[config.mk]
export PLATFORM = sky130hd
export DESIGN_NAME = open_list_head_reader
export DESIGN_NICKNAME = d
export VERILOG_FILES = /design/src/rtl/open_list_pkg.sv /design/src/rtl/open_list_head_lane.sv /design/src/rtl/open_list_head_reader.sv
export SDC_FILE = /design/constraint.sdc
export NUM_CORES = 1
export LEC_CHECK = 0
export ABC_CLOCK_PERIOD_IN_PS = 21200
export BUFFER_PORTS_ARGS = -buffer_cell sky130_fd_sc_hd__buf_2
export CAP_MARGIN = 20
export CORE_MARGIN = 3
export CORE_UTILIZATION = 57
export CTS_CLUSTER_SIZE = 10
export DETAILED_ROUTE_END_ITERATION = 8
export PLACE_DENSITY = 0.81
export SLEW_MARGIN = 30
export SYNTH_ARGS = -nofsm -noshare
export SYNTH_HDL_FRONTEND = slang
export SYNTH_SLANG_ARGS = --single-unit
export TNS_END_PERCENT = 20
[constraint.sdc]
create_clock -name clk -period 21.2 [get_ports clk]
set_clock_uncertainty 0.05 [all_clocks]
set_input_delay 2.12 -clock clk [delete_from_list [all_inputs] [get_ports clk]]
set_output_delay 2.12 -clock clk [all_outputs]
set_load 0.02 [all_outputs]
[src/rtl/open_list_pkg.sv]
// Shared types for the open-list read side: lane FSM states, the node record
// and the queue-id width helper.
package open_list_pkg;

  localparam int F_W   = 16;
  localparam int TAG_W = 16;

  typedef enum logic [1:0] {
    EMPTY   = 2'd0,
    PENDING = 2'd1,
    FULL    = 2'd2,
    BACKOFF = 2'd3
  } lane_state_t;

  typedef struct packed {
    logic [F_W-1:0]   f;
    logic [TAG_W-1:0] tag;
  } node_array_t;

  function automatic int qid_w(input int n);
    return (n > 1) ? $clog2(n) : 1;
  endfunction

endpackage

[src/rtl/open_list_head_lane.sv]
// One open-list queue lane: pop/response FSM with empty-queue backoff,
// the prefetched head node and the per-queue dry flag.
module open_list_head_lane
  import open_list_pkg::*;
#(
  parameter int RETRY_CYCLES = 4
) (
  input  logic        clk,
  input  logic        rst,
  output logic        pop,
  input  logic        rsp_valid,
  input  node_array_t rsp_node,
  input  logic        take,
  output logic        full,
  output logic        pending,
  output logic        dry,
  output node_array_t head
);

  localparam int CNT_W = (RETRY_CYCLES > 1) ? $clog2(RETRY_CYCLES) : 1;

  lane_state_t      state_q, state_d;
  logic [CNT_W-1:0] cnt_q, cnt_d;
  logic             dry_q, dry_d;
  logic             capture;

  always_ff @(posedge clk or posedge rst) begin
    if (rst) begin
      state_q <= EMPTY;
      cnt_q   <= '0;
      dry_q   <= 1'b1;
    end else begin
      state_q <= state_d;
      cnt_q   <= cnt_d;
      dry_q   <= dry_d;
    end
  end

  // Head payload is only meaningful while FULL, so it carries no reset.
  always_ff @(posedge clk) begin
    if (capture) head <= rsp_node;
  end

  always_comb begin
    state_d = state_q;
    cnt_d   = cnt_q;
    dry_d   = dry_q;
    capture = 1'b0;
    unique case (state_q)
      EMPTY:   state_d = PENDING;
      PENDING: begin
        if (rsp_valid) begin
          state_d = FULL;
          capture = 1'b1;
          dry_d   = 1'b0;
        end else begin
          state_d = BACKOFF;
          cnt_d   = CNT_W'(RETRY_CYCLES - 1);
          dry_d   = 1'b1;
        end
      end
      BACKOFF: begin
        if (cnt_q == '0) state_d = EMPTY;
        else             cnt_d   = cnt_q - 1'b1;
      end
      FULL:    if (take) state_d = EMPTY;
      default: state_d = EMPTY;
    endcase
  end

  assign pop     = (state_q == EMPTY) && !rst;
  assign full    = (state_q == FULL);
  assign pending = (state_q == PENDING);
  assign dry     = dry_q;

endmodule

[src/rtl/open_list_head_reader.sv]
// Open-list head reader: prefetches one head per queue and streams the global
// minimum-f node to the expander. Define OPEN_LIST_HEAD_READER_STATS_EN for
// the saturating pop/empty/dispatch statistics outputs.
module open_list_head_reader
  import open_list_pkg::*;
#(
  parameter  int NUM_QUEUES   = 8,
  parameter  int RETRY_CYCLES = 4,
  localparam int QID_W        = qid_w(NUM_QUEUES)
) (
  input  logic                           clk,
  input  logic                           rst,
  output logic        [NUM_QUEUES-1:0]   q_pop,
  input  logic        [NUM_QUEUES-1:0]   q_valid,
  input  node_array_t [NUM_QUEUES-1:0]   q_node,
  output logic                           out_valid,
  input  logic                           out_ready,
  output node_array_t                    out_node,
  output logic        [QID_W-1:0]        out_qid,
  output logic                           all_empty
`ifdef OPEN_LIST_HEAD_READER_STATS_EN
  ,
  output logic        [31:0]             stat_pops,
  output logic        [31:0]             stat_empty,
  output logic        [31:0]             stat_dispatch
`endif
);

  logic [NUM_QUEUES-1:0] full, pending, dry, take;
  node_array_t           head [NUM_QUEUES];

  logic                  any_full_p0;
  logic [QID_W-1:0]      win_qid_p0;
  logic [F_W-1:0]        win_f_p0;
  logic                  load_p0;

  for (genvar i = 0; i < NUM_QUEUES; i++) begin : g_lane
    open_list_head_lane #(
      .RETRY_CYCLES(RETRY_CYCLES)
    ) u_lane (
      .clk      (clk),
      .rst      (rst),
      .pop      (q_pop[i]),
      .rsp_valid(q_valid[i]),
      .rsp_node (q_node[i]),
      .take     (take[i]),
      .full     (full[i]),
      .pending  (pending[i]),
      .dry      (dry[i]),
      .head     (head[i])
    );
    assign take[i] = load_p0 && (win_qid_p0 == QID_W'(i));
  end

  // Stage p0: pick the minimum-f FULL head; strict compare keeps the lowest index on ties.
  always_comb begin
    any_full_p0 = 1'b0;
    win_qid_p0  = '0;
    win_f_p0    = '1;
    for (int i = 0; i < NUM_QUEUES; i++) begin
      if (full[i] && (!any_full_p0 || (head[i].f < win_f_p0))) begin
        any_full_p0 = 1'b1;
        win_qid_p0  = QID_W'(i);
        win_f_p0    = head[i].f;
      end
    end
  end

  assign load_p0 = any_full_p0 && (!out_valid || out_ready);

  // Stage p1: output register toward the expander.
  always_ff @(posedge clk or posedge rst) begin
    if (rst) begin
      out_valid <= 1'b0;
      out_node  <= '0;
      out_qid   <= '0;
    end else if (load_p0) begin
      out_valid <= 1'b1;
      out_node  <= head[win_qid_p0];
      out_qid   <= win_qid_p0;
    end else if (out_ready) begin
      out_valid <= 1'b0;
    end
  end

  assign all_empty = (&dry) && !out_valid && !(|full) && !(|pending);

`ifdef OPEN_LIST_HEAD_READER_STATS_EN
  function automatic logic [31:0] sat_add(input logic [31:0] a, input logic [31:0] b);
    logic [32:0] s;
    s = {1'b0, a} + {1'b0, b};
    return s[32] ? 32'hFFFF_FFFF : s[31:0];
  endfunction

  always_ff @(posedge clk or posedge rst) begin
    if (rst) begin
      stat_pops     <= '0;
      stat_empty    <= '0;
      stat_dispatch <= '0;
    end else begin
      stat_pops     <= sat_add(stat_pops, 32'($countones(q_pop)));
      stat_empty    <= sat_add(stat_empty, 32'($countones(pending & ~q_valid)));
      stat_dispatch <= sat_add(stat_dispatch, {31'd0, out_valid && out_ready});
    end
  end
`endif

endmodule

==> flow_summary.rst <==
.. list-table::
   :header-rows: 1

   * - Metric
     - Value
   * - Number of buffers and inverters on the critical path
     - 8
   * - Largest delay share family, worst path
     - compound AO/OA/AOI/OAI gates
   * - Area share of the largest cell type after synthesis
     - 0.443
   * - Post-synth top flop
     - sky130_fd_sc_hd__edfxtp_1
   * - First-pass iteration count of the detailed router
     - 5
   * - Final instance area
     - 0.0205 mm^2
   * - Yosys warnings
     - 0
   * - Critical path start-end classification
     - reg -> reg
   * - Xor and xnor fraction of the mapped netlist area
     - 0.00252
   * - Final layout net count
     - 2193
   * - Synthesized net count
     - 1894
   * - Drt total wl
     - 51.9 mm
   * - Post-synthesis cell area
     - 0.0174 mm^2
   * - Aggregate global-route resource usage
     - 0.313
   * - Critical Path End Type
     - flop
   * - Die span in y
     - 181 um
   * - Hold endpoint
     - g_lane[5].u_lane.dry
   * - #FFs+latches synth
     - 332
   * - Final period demand of the worst path
     - 19.65 ns
   * - F_max
     - 0.0509 GHz
   * - Post-Synth Adder-Cell Area
     - 0.0771
   * - Worst-Margin Slew
     - 0.959 ns
   * - CP most frequent cell
     - sky130_fd_sc_hd__a21oi_1
   * - Biggest fanout along the worst timing path
     - 33
   * - End of the worst register-to-register path
     - out_node[10]
   * - Final hold slack
     - 0.454 ns
   * - Largest net degree at the start of global routing
     - 50
   * - Clock transition at the register clock pins on the worst setup and hold paths after CTS
     - 0.06 ns
   * - Area of the multi-input gates
     - 0.00706 mm^2
   * - Top area cells in the synthesized netlist
     - sky130_fd_sc_hd__edfxtp_1, sky130_fd_sc_hd__dfrtp_1, sky130_fd_sc_hd__ha_1
   * - First DRT Iteration DRCs
     - 1214
   * - Starting density of the core
     - 0.583
   * - Global route overflow
     - 0
   * - Total area of sequential cells
     - 0.00960 mm^2
   * - Placement-stage cell area
     - 0.0192 mm^2
   * - Number of antenna-violating nets in the routed design
     - 0
   * - Share of flip-flops with an asynchronous set or reset after synthesis
     - 0.229
   * - Worst r2r src
     - g_lane[0].u_lane.state_q[0]
   * - Finish-stage setup viols
     - 0
   * - First-pass GRT wire length
     - 79.1 mm
   * - H-tree Lvls
     - 2
   * - Drt drc
     - 0
   * - Number of cell rows
     - 63
   * - Post-synth EDFFs
     - 256
   * - Worst path max stage delay
     - 0.64 ns
   * - Number of antenna violations at the first check in global routing
     - 8
   * - Core area
     - 0.0298 mm^2
   * - Slew Viols, Final
     - 0
   * - Unrepaired setup endpoints after global routing
     - no
   * - Count of cell types in the netlist
     - 82
   * - Clock tree buffer depth
     - 3
   * - Max stage delay cell, worst path
     - sky130_fd_sc_hd__a2111oi_0
   * - Clock sink total
     - 332
   * - Number of inserted filler cells in the final layout
     - 2177
   * - Buffers added on ports
     - 311
   * - Main combinational cell family by area after synthesis
     - compound AO/OA/AOI/OAI gates
   * - Setup Total Neg Slack
     - 0 ns
   * - Number of cells traversed by the worst register-to-register path
     - 87
   * - Data arrival time of the worst path
     - 20.06 ns
   * - Number of instances on the worst hold path
     - 2
   * - Clock tree from TritonCTS
     - built
   * - Vias per inst
     - 6.12
   * - CP Data Required Time
     - 21.60 ns
   * - Worst skew pair latency
     - 0.54 ns
   * - Path category of the worst min-delay check
     - reg -> reg
   * - Number of buffers added by the clock tree synthesis step
     - 40
   * - Chip Width
     - 181 um
   * - Max-cap viol count
     - 0
   * - Via count
     - 13800
   * - Detailed placer's ending HPWL
     - 38.3 mm
   * - Hold-fix buffers, CTS
     - 0
   * - Area growth, synth to finish
     - 18.0%
   * - Layout cells sized above 1
     - 0.244
   * - Slack of the worst reg-to-reg path
     - 1.55 ns
   * - Result of the run
     - finished, final reports clean
   * - Syn Inst Count
     - 1524
   * - Sequential element share of the synthesized area
     - 0.553
   * - Simple-Gate Fraction of Synth Area
     - 0.111
   * - Startpoint type of the worst setup path
     - flop
   * - Post-detailed-route wirelength per cell
     - 23.1 um
   * - Crit share post-route
     - 0.927
   * - Relative slew margins
     - 0.361
   * - Cell taking the most area after synthesis
     - sky130_fd_sc_hd__edfxtp_1
   * - Multiplexer share of the synthesized area
     - 0.0473
   * - Final count of hold timing violations
     - 0
   * - Ports
     - 312
   * - Synth Area in Compound Gates
     - 0.166
   * - Routability congestion estimate from global placement
     - 0.960
   * - Number of global-route vias before repair
     - 13900
   * - Average instance area after synthesis
     - 11.4 um^2
   * - Clk Tree Root Cell
     - sky130_fd_sc_hd__clkbuf_16
   * - Total die area
     - 0.0326 mm^2
   * - Source of the worst hold timing path
     - g_lane[5].u_lane.dry
==> how the worst max path moves through the flow <==
| stage | from | to | slack, ns | cells after the start |
|---|---|---|---|---|
| 3_5_place_dp | g_lane[0].u_lane.state_q[0] | out_node[10] | 1.73 | 87 |
| 6_report | g_lane[0].u_lane.state_q[0] | out_node[10] | 1.55 | 87 |
| 2_1_floorplan | g_lane[0].u_lane.state_q[0] | out_node[15] | 4.20 | 93 |
| 4_1_cts | g_lane[0].u_lane.state_q[0] | out_node[10] | 1.62 | 87 |
| 5_1_grt | g_lane[0].u_lane.state_q[0] | out_node[24] | 0.05 | 85 |
| 3_3_place_gp | g_lane[0].u_lane.state_q[0] | out_node[7] | 1.79 | 84 |
==> routing by layer <==
metal / vias up / GRT usage / part of all wire
met1: 6624 / 0.385 / 0.38
met5: - / 0 / 0.0016
met3: 150 / 0.0589 / 0.081
met4: 12 / 0.150 / 0.050
li1: 6287 / - / -
met2: 688 / 0.534 / 0.49
==> cells in the mapped netlist (all sizes together), types with 6 or more instances <==
cell type and instances:
a21o 40, dfstp 8, o21ai 40, nor3 23, and2 12, o211ai 34, inv 96, clkbuf 29
nand4 24, o22ai 6, a32oi 19, o2bb2ai 19, edfxtp 256, buf 45, mux2i 46, nand2 176
ha 103, a221oi 33, a22o 20, nand2b 17, mux2 32, nand3 16, o21a 11, a21oi 145
and3 9, nor2b 19, a21boi 7, nor2 105, dfrtp 68
==> state kept, by name, summed over array words and instances (netlist names) <==
name / cells
g_lane.u_lane.head: 256
out_node: 32
g_lane.u_lane.cnt_q: 16
g_lane.u_lane.state_q: 16
g_lane.u_lane.dry: 8
out_qid: 3
out_valid: 1
==> what timing repair did <==
item,4_1_cts,5_1_grt
resized for setup,0,2
endpoints found under the setup margin,0,26
setup buffers,0,0
==> logic make-up after synthesis <==
family / after synthesis
compound gates: 415
fa+ha+maj: 108
xor+xnor: 5
buf+inv: 170
mux: 78
simple gates: 416
flops: 332
==> cell type report <==
type | count | share of cell area
timing repair buffer | 331 | 0.0844
inverter | 96 | 0.0176
antenna | 6 | 0.000733
clock buffer | 68 | 0.0565
multi-input combinational | 1022 | 0.345
tap | 390 | 0.0238
sequential | 332 | 0.468
clock inverter | 5 | 0.00385
==> per-stage QoR <==
stage | util | std cells | worst slack [ns]
final | 0.688 | 2250 | 1.55
after global routing | 0.687 | 2246 | 0.0495
after CTS | 0.687 | 2244 | 1.62
after detailed placement | 0.645 | 2171 | 1.73
after global placement | 0.644 | 2170 | 1.79
after floorplan | - | 1524 | 4.20
==> cell usage in the layout (no fill, tap or decap), types with 15 or more instances in the layout <==
cell	instances
sky130_fd_sc_hd__nor2_1	103
sky130_fd_sc_hd__nor2b_1	19
sky130_fd_sc_hd__buf_4	18
sky130_fd_sc_hd__o2bb2ai_1	19
sky130_fd_sc_hd__inv_1	95
sky130_fd_sc_hd__a21o_1	40
sky130_fd_sc_hd__nor3_1	20
sky130_fd_sc_hd__o211ai_1	34
sky130_fd_sc_hd__a221oi_1	32
sky130_fd_sc_hd__ha_1	103
sky130_fd_sc_hd__edfxtp_1	256
sky130_fd_sc_hd__o21ai_0	29
sky130_fd_sc_hd__clkbuf_1	25
sky130_fd_sc_hd__nand4_1	23
sky130_fd_sc_hd__nand2b_1	15
sky130_fd_sc_hd__mux2i_1	46
sky130_fd_sc_hd__a32oi_1	18
sky130_fd_sc_hd__clkbuf_16	42
sky130_fd_sc_hd__mux2_2	30
sky130_fd_sc_hd__a22o_1	20
sky130_fd_sc_hd__dfrtp_1	68
sky130_fd_sc_hd__buf_2	311
sky130_fd_sc_hd__nand3_1	15
sky130_fd_sc_hd__a21oi_1	144
sky130_fd_sc_hd__nand2_1	175
==> tightest hold or removal path, stage by stage (launching register included) <==
cell and delay [ns]:
sky130_fd_sc_hd__dfstp_2 0.36, sky130_fd_sc_hd__nor2_1 0.09, sky130_fd_sc_hd__nor2_1 0.05
Power is left out: the tool's default activity adds up to more than one toggle a clock period on the data nets, which glitch-free logic cannot reach.
